### config.mk
export PLATFORM = sky130hd
export DESIGN_NAME = alu_exec_unit_flat
export DESIGN_NICKNAME = d
export VERILOG_FILES = /design/src/rtl/alu_pkg.sv /design/src/rtl/alu_if.sv /design/src/rtl/alu_mul_iter.sv /design/src/rtl/alu_exec_unit.sv /design/src/flat_wrapper.sv
export SDC_FILE = /design/constraint.sdc
export NUM_CORES = 1
export LEC_CHECK = 0
export ABC_AREA = 1
export CELL_PAD_IN_SITES_DETAIL_PLACEMENT = 2
export CELL_PAD_IN_SITES_GLOBAL_PLACEMENT = 2
export CORE_UTILIZATION = 32
export CTS_CLUSTER_SIZE = 28
export DETAILED_ROUTE_END_ITERATION = 10
export HOLD_SLACK_MARGIN = 0.03
export PLACE_DENSITY = 0.81
export SLEW_MARGIN = 20
export SYNTH_ARGS = -nofsm -noshare
export SYNTH_HDL_FRONTEND = slang
export SYNTH_HIERARCHICAL = 1
export SYNTH_SLANG_ARGS = --single-unit
export TNS_END_PERCENT = 10
### constraint.sdc
create_clock -name Clk -period 4.05 [get_ports Clk]
set_input_delay 0.81 -clock Clk [delete_from_list [all_inputs] [get_ports Clk]]
set_output_delay 0.81 -clock Clk [all_outputs]
set_load 0.02 [all_outputs]
### src/rtl/alu_pkg.sv
// Shared definitions for the execute-stage ALU: opcodes, FSM states and
// the Zero-flag helper used wherever a result is registered.
package alu_pkg;

   localparam int DATA_W = 32;
   localparam int OP_W   = 5;

   localparam logic [OP_W-1:0] OP_ADD  = 5'd0;
   localparam logic [OP_W-1:0] OP_ADDI = 5'd1;
   localparam logic [OP_W-1:0] OP_SUB  = 5'd2;
   localparam logic [OP_W-1:0] OP_MUL  = 5'd3;
   localparam logic [OP_W-1:0] OP_LW   = 5'd4;
   localparam logic [OP_W-1:0] OP_SW   = 5'd5;
   localparam logic [OP_W-1:0] OP_SB   = 5'd6;
   localparam logic [OP_W-1:0] OP_LH   = 5'd7;
   localparam logic [OP_W-1:0] OP_LB   = 5'd8;
   localparam logic [OP_W-1:0] OP_SH   = 5'd9;
   localparam logic [OP_W-1:0] OP_BGEZ = 5'd10;
   localparam logic [OP_W-1:0] OP_BEQ  = 5'd11;
   localparam logic [OP_W-1:0] OP_BNE  = 5'd12;
   localparam logic [OP_W-1:0] OP_BGTZ = 5'd13;
   localparam logic [OP_W-1:0] OP_BLEZ = 5'd14;
   localparam logic [OP_W-1:0] OP_BLTZ = 5'd15;
   localparam logic [OP_W-1:0] OP_J    = 5'd16;
   localparam logic [OP_W-1:0] OP_JR   = 5'd17;
   localparam logic [OP_W-1:0] OP_JAL  = 5'd18;
   localparam logic [OP_W-1:0] OP_AND  = 5'd19;
   localparam logic [OP_W-1:0] OP_ANDI = 5'd20;
   localparam logic [OP_W-1:0] OP_OR   = 5'd21;
   localparam logic [OP_W-1:0] OP_NOR  = 5'd22;
   localparam logic [OP_W-1:0] OP_XOR  = 5'd23;
   localparam logic [OP_W-1:0] OP_ORI  = 5'd24;
   localparam logic [OP_W-1:0] OP_XORI = 5'd25;
   localparam logic [OP_W-1:0] OP_SLL  = 5'd26;
   localparam logic [OP_W-1:0] OP_SRL  = 5'd27;
   localparam logic [OP_W-1:0] OP_SLT  = 5'd28;
   localparam logic [OP_W-1:0] OP_SLTI = 5'd29;

   // IDLE: single-cycle ops and acceptance; MUL: iterative multiply running
   typedef enum logic {
      IDLE = 1'b0,
      MUL  = 1'b1
   } alu_state_t;

   // Zero flag travels with every registered result
   function automatic logic is_zero(input logic [DATA_W-1:0] value);
      return (value == '0);
   endfunction

endpackage

### src/rtl/alu_if.sv
// Request/response bundle between an operation requester (master) and the
// ALU responder (slave).
//
// Handshake: a request transfers on a rising edge where InValid && InReady;
// a result transfers on a rising edge where OutValid && OutReady. While
// OutValid is high and OutReady low, ALUResult/Zero/OutValid hold steady.
// A result may drain and a new request be accepted on the same edge.
interface alu_if;
   import alu_pkg::*;

   logic              InValid;
   logic              InReady;
   logic [OP_W-1:0]   ALUControl;
   logic [DATA_W-1:0] A;
   logic [DATA_W-1:0] B;
   logic              OutValid;
   logic              OutReady;
   logic [DATA_W-1:0] ALUResult;
   logic              Zero;
   logic              Busy;

   modport master (
      output InValid, ALUControl, A, B, OutReady,
      input  InReady, OutValid, ALUResult, Zero, Busy
   );

   modport slave (
      input  InValid, ALUControl, A, B, OutReady,
      output InReady, OutValid, ALUResult, Zero, Busy
   );

endinterface

### src/rtl/alu_mul_iter.sv
// Iterative shift-add multiplier: one partial product per clock, low WIDTH
// bits of the product only. The final iteration's sum is presented
// combinationally on product while done is high, so the caller can load it
// on the same edge that would have performed that last iteration.
module alu_mul_iter #(
   parameter int WIDTH      = 32,
   parameter int MUL_CYCLES = 32
) (
   input  logic             clk,
   input  logic             rst,
   input  logic             start,
   input  logic             stall,
   input  logic [WIDTH-1:0] a,
   input  logic [WIDTH-1:0] b,
   output logic             done,
   output logic [WIDTH-1:0] product
);

   localparam int CNT_W = $clog2(MUL_CYCLES);

   logic             active;
   logic [CNT_W-1:0] cnt;
   logic [WIDTH-1:0] mcand;
   logic [WIDTH-1:0] mplier;
   logic [WIDTH-1:0] acc;
   logic [WIDTH-1:0] acc_next;

   assign acc_next = mplier[0] ? (acc + mcand) : acc;
   assign done     = active && (cnt == CNT_W'(MUL_CYCLES - 1));
   assign product  = acc_next;

   // Load operands on start, then step once per cycle; the last step waits
   // (everything frozen) while the caller's output slot is occupied.
   always_ff @(posedge clk or posedge rst) begin
      if (rst) begin
         active <= 1'b0;
         cnt    <= '0;
         mcand  <= '0;
         mplier <= '0;
         acc    <= '0;
      end else if (start) begin
         active <= 1'b1;
         cnt    <= '0;
         mcand  <= a;
         mplier <= b;
         acc    <= '0;
      end else if (active && !(done && stall)) begin
         acc    <= acc_next;
         mcand  <= mcand << 1;
         mplier <= mplier >> 1;
         if (done) begin
            active <= 1'b0;
            cnt    <= '0;
         end else begin
            cnt <= cnt + CNT_W'(1);
         end
      end
   end

endmodule

### src/rtl/alu_exec_unit.sv
// Handshaked execute-stage ALU. Single-cycle ops register their result on
// the accept edge; multiply hands off to the iterative engine and the FSM
// waits in MUL until the product can be loaded into the output slot.
module alu_exec_unit
   import alu_pkg::*;
#(
   parameter int WIDTH      = 32,
   parameter int MUL_CYCLES = 32
) (
   input  logic       Clk,
   input  logic       Reset,
   alu_if.slave       bus,
   output alu_state_t dbg_state
);

   alu_state_t        state;
   logic              out_valid_q;
   logic [WIDTH-1:0]  result_q;
   logic              zero_q;
   logic              busy_q;

   logic              slot_free;
   logic              accept;
   logic              drain;
   logic              mul_start;
   logic              mul_done;
   logic [WIDTH-1:0]  mul_product;
   logic [WIDTH-1:0]  op_result;
   logic signed [WIDTH-1:0] sa;
   logic signed [WIDTH-1:0] sb;

   // The output slot can take a new value if it is empty or draining now
   assign slot_free  = !out_valid_q || bus.OutReady;
   assign bus.InReady = (state == IDLE) && slot_free;
   assign accept     = bus.InValid && bus.InReady;
   assign drain      = out_valid_q && bus.OutReady;
   assign mul_start  = accept && (bus.ALUControl == OP_MUL);

   assign sa = bus.A;
   assign sb = bus.B;

   // Combinational result for every single-cycle opcode
   always_comb begin
      op_result = '0;
      case (bus.ALUControl)
         OP_ADD, OP_ADDI, OP_LW, OP_SW,
         OP_SB, OP_LH, OP_LB, OP_SH:   op_result = bus.A + bus.B;
         OP_SUB:                       op_result = bus.A - bus.B;
         OP_MUL:                       op_result = '0;
         OP_BGEZ:                      op_result[0] = (sa >= 0);
         OP_BEQ:                       op_result[0] = (bus.A == bus.B);
         OP_BNE:                       op_result[0] = (bus.A != bus.B);
         OP_BGTZ:                      op_result[0] = (sa > 0);
         OP_BLEZ:                      op_result[0] = (sa <= 0);
         OP_BLTZ:                      op_result[0] = (sa < 0);
         OP_J, OP_JR, OP_JAL:          op_result = bus.A;
         OP_AND, OP_ANDI:              op_result = bus.A & bus.B;
         OP_OR, OP_ORI:                op_result = bus.A | bus.B;
         OP_NOR:                       op_result = ~(bus.A | bus.B);
         OP_XOR, OP_XORI:              op_result = bus.A ^ bus.B;
         OP_SLL:                       op_result = bus.A << bus.B[4:0];
         OP_SRL:                       op_result = bus.A >> bus.B[4:0];
         OP_SLT, OP_SLTI:              op_result[0] = (sa < sb);
         default:                      op_result = '0;
      endcase
   end

   alu_mul_iter #(
      .WIDTH      (WIDTH),
      .MUL_CYCLES (MUL_CYCLES)
   ) u_mul (
      .clk     (Clk),
      .rst     (Reset),
      .start   (mul_start),
      .stall   (!slot_free),
      .a       (bus.A),
      .b       (bus.B),
      .done    (mul_done),
      .product (mul_product)
   );

   // Control FSM owning the output register, Zero and Busy
   always_ff @(posedge Clk or posedge Reset) begin
      if (Reset) begin
         state       <= IDLE;
         out_valid_q <= 1'b0;
         result_q    <= '0;
         zero_q      <= 1'b1;
         busy_q      <= 1'b0;
      end else begin
         case (state)
            IDLE: begin
               if (drain) begin
                  out_valid_q <= 1'b0;
               end
               if (accept) begin
                  if (bus.ALUControl == OP_MUL) begin
                     state  <= MUL;
                     busy_q <= 1'b1;
                  end else begin
                     out_valid_q <= 1'b1;
                     result_q    <= op_result;
                     zero_q      <= is_zero(op_result);
                  end
               end
            end
            MUL: begin
               if (mul_done && slot_free) begin
                  state       <= IDLE;
                  busy_q      <= 1'b0;
                  out_valid_q <= 1'b1;
                  result_q    <= mul_product;
                  zero_q      <= is_zero(mul_product);
               end else if (drain) begin
                  out_valid_q <= 1'b0;
               end
            end
            default: begin
               state <= IDLE;
            end
         endcase
      end
   end

   assign bus.OutValid  = out_valid_q;
   assign bus.ALUResult = result_q;
   assign bus.Zero      = zero_q;
   assign bus.Busy      = busy_q;
   assign dbg_state     = state;

endmodule
### src/flat_wrapper.sv
// flat-port wrapper written by rule: the top's interface ports become plain ports
module alu_exec_unit_flat import alu_pkg::*;
#(
   parameter int WIDTH      = 32,
   parameter int MUL_CYCLES = 32
)
  (Clk, Reset, dbg_state, bus_InValid, bus_ALUControl, bus_A, bus_B, bus_OutReady, bus_InReady, bus_OutValid, bus_ALUResult, bus_Zero, bus_Busy);
  alu_if bus_i ();
  input  logic Clk;
  input  logic Reset;
  output alu_state_t dbg_state;
  input wire logic [$bits(bus_i.InValid)-1:0] bus_InValid;
  input wire logic [$bits(bus_i.ALUControl)-1:0] bus_ALUControl;
  input wire logic [$bits(bus_i.A)-1:0] bus_A;
  input wire logic [$bits(bus_i.B)-1:0] bus_B;
  input wire logic [$bits(bus_i.OutReady)-1:0] bus_OutReady;
  output wire logic [$bits(bus_i.InReady)-1:0] bus_InReady;
  output wire logic [$bits(bus_i.OutValid)-1:0] bus_OutValid;
  output wire logic [$bits(bus_i.ALUResult)-1:0] bus_ALUResult;
  output wire logic [$bits(bus_i.Zero)-1:0] bus_Zero;
  output wire logic [$bits(bus_i.Busy)-1:0] bus_Busy;
  assign bus_i.InValid = bus_InValid;
  assign bus_i.ALUControl = bus_ALUControl;
  assign bus_i.A = bus_A;
  assign bus_i.B = bus_B;
  assign bus_i.OutReady = bus_OutReady;
  assign bus_InReady = bus_i.InReady;
  assign bus_OutValid = bus_i.OutValid;
  assign bus_ALUResult = bus_i.ALUResult;
  assign bus_Zero = bus_i.Zero;
  assign bus_Busy = bus_i.Busy;
  alu_exec_unit #(.WIDTH(WIDTH), .MUL_CYCLES(MUL_CYCLES)) u_core (.Clk(Clk), .Reset(Reset), .bus(bus_i), .dbg_state(dbg_state));
endmodule
-- Word-level counts from Yosys, hierarchy flattened
Cells that the tools add are included.
- add/sub/neg operators: 4
- div/mod/pow operators: 0
- bitwise operators: 5
- magnitude comparators: 5
- equal/unequal tests: 36
- $mul: 0
- shifts and indexed selects: 2
- reductions and logical operators: 26
- muxes and demuxes: 36
- operators with widths (operator ; count):
    2-to-1 mux 32 bit ; 10
    one-hot mux 31 bit (9 select lines) ; 1
    equality test 5 bit, second input constant ; 15
    adder 32 bit ; 2
    zero test 32 bit ; 2
    one-hot mux 32 bit (2 select lines) ; 1
    equality test 5 x 4 -> 1 bit, second input constant ; 8
    bitwise AND 32 bit ; 1
    equality test 32 bit ; 1
    >= comparator 32 x 1 -> 1 bit, second input constant ; 1
    > comparator 32 x 1 -> 1 bit, second input constant ; 1
    less-or-equal comparator 32 x 1 -> 1 bit, second input constant ; 1
    < comparator 32 x 1 -> 1 bit, second input constant ; 1
    < comparator 32 bit ; 1
    inequality test 32 bit ; 1
    NOT 32 bit ; 1
    OR 32 bit ; 1
    << shifter 32 x 5 -> 32 bit ; 1
    right shift 32 x 5 -> 32 bit ; 1
    subtractor 32 bit ; 1
    XOR 32 bit ; 1
    equality test 5 x 3 -> 1 bit, second input constant ; 4
    2-to-1 mux 1 bit ; 16
    one-hot mux 1 bit (16 select lines) ; 1
    18 further kinds ; 40
- memories kept: 0
- latch bits: 0
- output and inout bits: 37
- register bits: 138
- RAM bits: 0
- memory bits (read-only): 0

-- Longest topological paths before layout
- depth after elaboration: 8
- mapped depth: 22

-- Modules after synthesis
The synthesis kept the hierarchy.
- modules (own cells, without submodules) (module ; cells an instance ; area an instance (um2) ; times used):
    alu_exec_unit ; 2513 ; 12517.0 ; 1
    alu_mul_iter ; 1048 ; 7096.8 ; 1

-- Least setup slack after synthesis
Ideal clock, no wire load.
- path kind: input to register
- start point: input port bus_B[3]
- end point: register u_core.zero_q (netlist: u_core/bus.Zero)
- setup time: 73 ps
- cell stages on the path: 22
- data required time: 3977 ps
- slack: 842 ps
- data arrival time: 3135 ps
- cells stage by stage: clkbuf_1 > inv_2 > clkbuf_1 > ha_1 > buf_2 > nor2_1 > nand2_1 > nand3_1 > nand2_1 > nand2_1 > nand2_1 > nand2_1 > nand2_1 > nand2_1 > nand2_1 > nand3_1 > nand2_1 > nor2_1 > nand3_1 > nor2_1 > nand4_1 > a21oi_1
- longest elaborated chain between the ends: 7
- ends and longest elaborated chain (element ; RTL line ; text):
    start, declared ; flat_wrapper.sv:15 ; input wire logic [$bits(bus_i.B)-1:0] bus_B;
    branches (longest 3 deep; another with subtractor 32 bit) ; - ;
    zero test 32 bit * ; alu_pkg.sv:47 ; return (value == '0);
    2-to-1 mux 1 bit * ; alu_exec_unit.sv:97 ; if (bus.ALUControl == OP_MUL) begin
    2-to-1 mux 1 bit * ; alu_exec_unit.sv:96 ; if (accept) begin
    one-hot mux 1 bit (2 select lines) * ; alu_exec_unit.sv:91 ; case (state)
    end signal, assigned ; alu_exec_unit.sv:103 ; zero_q <= is_zero(op_result);
    end signal, assigned ; alu_exec_unit.sv:113 ; zero_q <= is_zero(mul_product);
    end, declared ; alu_exec_unit.sv:19 ; logic zero_q;
Every way passes the cells marked *. The select of a mux whose other input is x is not followed.
A chain may end at the register's enable or synchronous reset.

-- Worst setup path after layout
- start point: input port bus_B[10]
- end point: register u_core.zero_q (netlist: u_core/bus.Zero)
The elaborated chain is that of the path after synthesis.

==> qor.txt <==
Iter 0 DRT Violations = 2218
setup bufs post-CTS = 0
Rows = 90
CTS buffer count = 17
sequential area share after synthesis = 17.61%
clock group share of total power = 13.6%
die height = 249.6 um
Synth top area share = 23.19%
Num Clock Sinks = 138
Fmax achieved = 0.2567 GHz
R2R Setup Slk = 0.44 ns
drt total wl = 128400 um
Netlist Area Pre-Place = 0.01961 mm^2
vias in the first global route = 28250
number of fillers in the final layout = 7838
IO Pins = 110
Clk Latency, worst-skew pair = 0.47 ns
Pins Over Slew Limit = 0
DIE AREA = 0.06229 mm^2
Multi-input gate area = 0.01348 mm^2
Synth-to-Final Area Change = 20.22%
Overflow after GRT = 0
Initial Utilization = 32.44%
DR vias = 26470
R2R Path End = u_core/bus.Zero
Slew headroom = 26.33%
worst reg2reg path depth = 15
FF+latch area = 0.003456 mm^2
port bufs = 109
final critical-path share of the clock period = 96.20%
top post-synthesis cells by area = nand2_1 (23%), dfrtp_1 (17%), nand3_1 (15%)
Placed Area = 0.02294 mm^2
Cells after Synth = 3561
maximum vdd drop = 0.0003748 V
Die W = 249.6 um
number of synthesized register bits = 138
final std cells w/o fill = 4584
syn_nets = 3767
Main synth FF type = dfrtp_1
Synth cell types = 50
pwr/cell area = 529.0 mW/mm^2
switch share = 57.35%
Logic pwr share = 66.0%
initial antenna violation count = 7
Psw = 7.154 mW
unrepaired setup endpoints after global routing = false
warnings from Yosys = 6
worst r2r src = u_core/u_mul/mcand[0]
Wirelength per Cell = 28.00 um
CTS HTree Levels = 4
Post-CTS Hold Buffers = 0
Fin. Hold Viols = 0
Worst-Margin Slew = 1.101 ns
final worst slack = 0.1538 ns
Critical Path Sink Type = flip-flop
clk root buf = clkbuf_16
clock-pin slew on the worst setup and hold paths = 0.08 ns
hold crit path type = flip-flop to flip-flop
placed cells = 4546
Routed Antenna Nets = 0
Pre-antenna DRT Iters = 5
Arr. time, crit path = 4.28 ns
Post-Syn Area per Cell = 5.508 um^2
first-pass GRT wire length = 187900 um
layout cells sized above 1 = 9.062%
worst slack, placed = -0.3558 ns
Fin Clk Skew = 0.01879 ns
EDFF count, synth = 0
vias per inst = 5.773
Final setup viols = 0
internal power = 5.320 mW
Hold Path Depth = 2
core area = 0.06047 mm^2
Hold EP = u_core/bus.ALUResult[17]
hold_sp = u_core/bus.ALUResult[17]
Final Core Density = 38.99%
async set-reset flop share out of synthesis = 100.0%
placer congestion estimate = 1.079
Worst Setup Path Type = primary input to flip-flop
All-Layer GR Usage = 40.71%
highest fanout seen on the critical path = 6
startpoint type of the worst setup path = primary input
Setup TNS Final = 0 ns
cts repair resizes = 0
total of max-cap violations = 0
WP data required = 4.43 ns
clk buf depth = 2
nets@finish = 3989
outcome = finished, final reports clean
Synth area leader = nand2_1
number of remaining DRC errors = 0
LEAKAGE = 12.76 nW
CTS tree = built
sequential power share = 20.3%
Final Critical Period = 3.896 ns
design area = 0.02358 mm^2
DP Wirelength = 101900 um
largest net degree at the start of global routing = 72
==> worst max-delay path, cell delays in order <==
cell	delay, ns
clkdlybuf4s50_1	0.60
inv_1	0.14
ha_1	0.41
nand2_1	0.16
nor2_1	0.17
buf_4	0.16
and3_1	0.14
nand2_1	0.15
nand2_1	0.17
buf_4	0.16
nand2_1	0.10
nand2_1	0.09
nand2_1	0.06
nand3_1	0.07
nand3_1	0.13
nor2_1	0.12
nand2_1	0.08
nor2_1	0.18
nand4_1	0.14
a21oi_1	0.22
==> layout by cell type (no fill, tap or decap), types with 17 or more instances in the layout <==
cell and instances:
o221ai_1 17, nand4_1 32, and2_1 32, nor3_1 20, dfrtp_1 136, nand3_1 595
o211ai_1 40, clkdlybuf4s50_1 105, nor2_1 305, buf_4 232, a21oi_1 100, ha_1 130
inv_1 515, nand2_1 1212, o21ai_0 113, clkbuf_16 17
==> cell type report <==
class                   instances  area share (%)
diodes                          6         0.06368
clock buffers                  17           1.804
clock inverters                15          0.7907
inverters                     525           8.379
multi-input cells            2748           57.18
flip-flops and latches        138           14.66
well taps                     782           4.150
repair buffers                353           12.98
==> kinds of logic (layout without fill, tap and decap cells) <==
kind of cell | Yosys count | in the layout | synth area share, %
AO/OA/AOI/OAI | 324 | 324 | 9.709
XOR/XNOR | 16 | 16 | 0.7145
multiplexers | 1 | 1 | 0.05104
AND/OR/NAND/NOR | 2274 | 2274 | 49.52
flip-flops | 138 | 138 | 17.61
other | 0 | 6 | 0
adder cells (fa/ha/maj) | 133 | 133 | 8.599
buffers and inverters | 675 | 910 | 13.79
==> metal layers <==
layer | up-vias | routed length, um | global-route usage [%]
met5 | - | 9 | 0
met4 | 2 | 9689 | 28.10
met3 | 409 | 8923 | 7.645
met2 | 1019 | 58820 | 66.70
met1 | 13260 | 50920 | 48.16
li1 | 11780 | - | -
==> synthesized netlist by cell type (5+ instances only) <==
master,count
xnor2_1,9
ha_1,130
buf_2,78
a21oi_1,100
o21ai_0,113
o21a_1,5
a31oi_1,10
or2_2,14
nor3_1,22
dfrtp_1,137
nand3_2,6
nor2_2,13
inv_2,5
buf_1,8
o22ai_1,5
nand2_1,1212
o221ai_1,17
nand3_1,595
and2_1,32
o211ai_1,40
nor4_1,9
o21bai_1,7
buf_6,7
nand2_2,8
nor2_1,308
clkbuf_1,52
xor2_1,7
a22oi_1,11
nand3b_1,8
nand4_1,32
inv_1,518
buf_4,5
and3_1,9
==> flip-flops by register name, indices dropped and copies added (netlist names) <==
register,flops
u_core/bus.ALUResult,32
u_core/u_mul/acc,32
u_core/u_mul/mcand,32
u_core/u_mul/mplier,32
u_core/u_mul/cnt,5
u_core/bus.Busy,1
u_core/bus.OutValid,1
u_core/bus.Zero,1
u_core/dbg_state,1
u_core/u_mul/active,1
==> how the worst max path moves through the flow <==
stage | startpoint | end | slack (ns) | cells after the start
2_1_floorplan | Reset | u_core/u_mul/acc[0] | 0.56 | 1
3_3_place_gp | bus_B[7] | u_core/bus.Zero | -0.19 | 19
3_5_place_dp | bus_B[7] | u_core/bus.Zero | -0.36 | 19
4_1_cts | bus_B[7] | u_core/bus.Zero | 0.07 | 19
5_1_grt | bus_B[10] | u_core/bus.Zero | 0.04 | 20
6_report | bus_B[10] | u_core/bus.Zero | 0.15 | 20
==> power groups by stage <==
| stage | sequential (mW) | combinational, mW | clock [mW] |
|---|---|---|---|
| 3_3_place_gp | 2.45 | 7.34 | 0 |
| 4_1_cts | 2.51 | 8.04 | 1.72 |
| 5_1_grt | 2.57 | 8.77 | 1.76 |
| 6_report | 2.54 | 8.24 | 1.70 |
| 2_1_floorplan | 2.46 | 4.41 | 0 |
| 3_5_place_dp | 2.50 | 7.77 | 0 |
==> through the flow <==
step           hold WS (ns)  power [mW]
2_1_floorplan        0.4524       6.871
5_1_grt              0.5249       13.09
3_3_place_gp         0.4666       9.788
6_report             0.4868       12.47
4_1_cts              0.4916       12.28
3_5_place_dp         0.4731       10.27
Note: power is estimated with default switching activity, not from simulation.
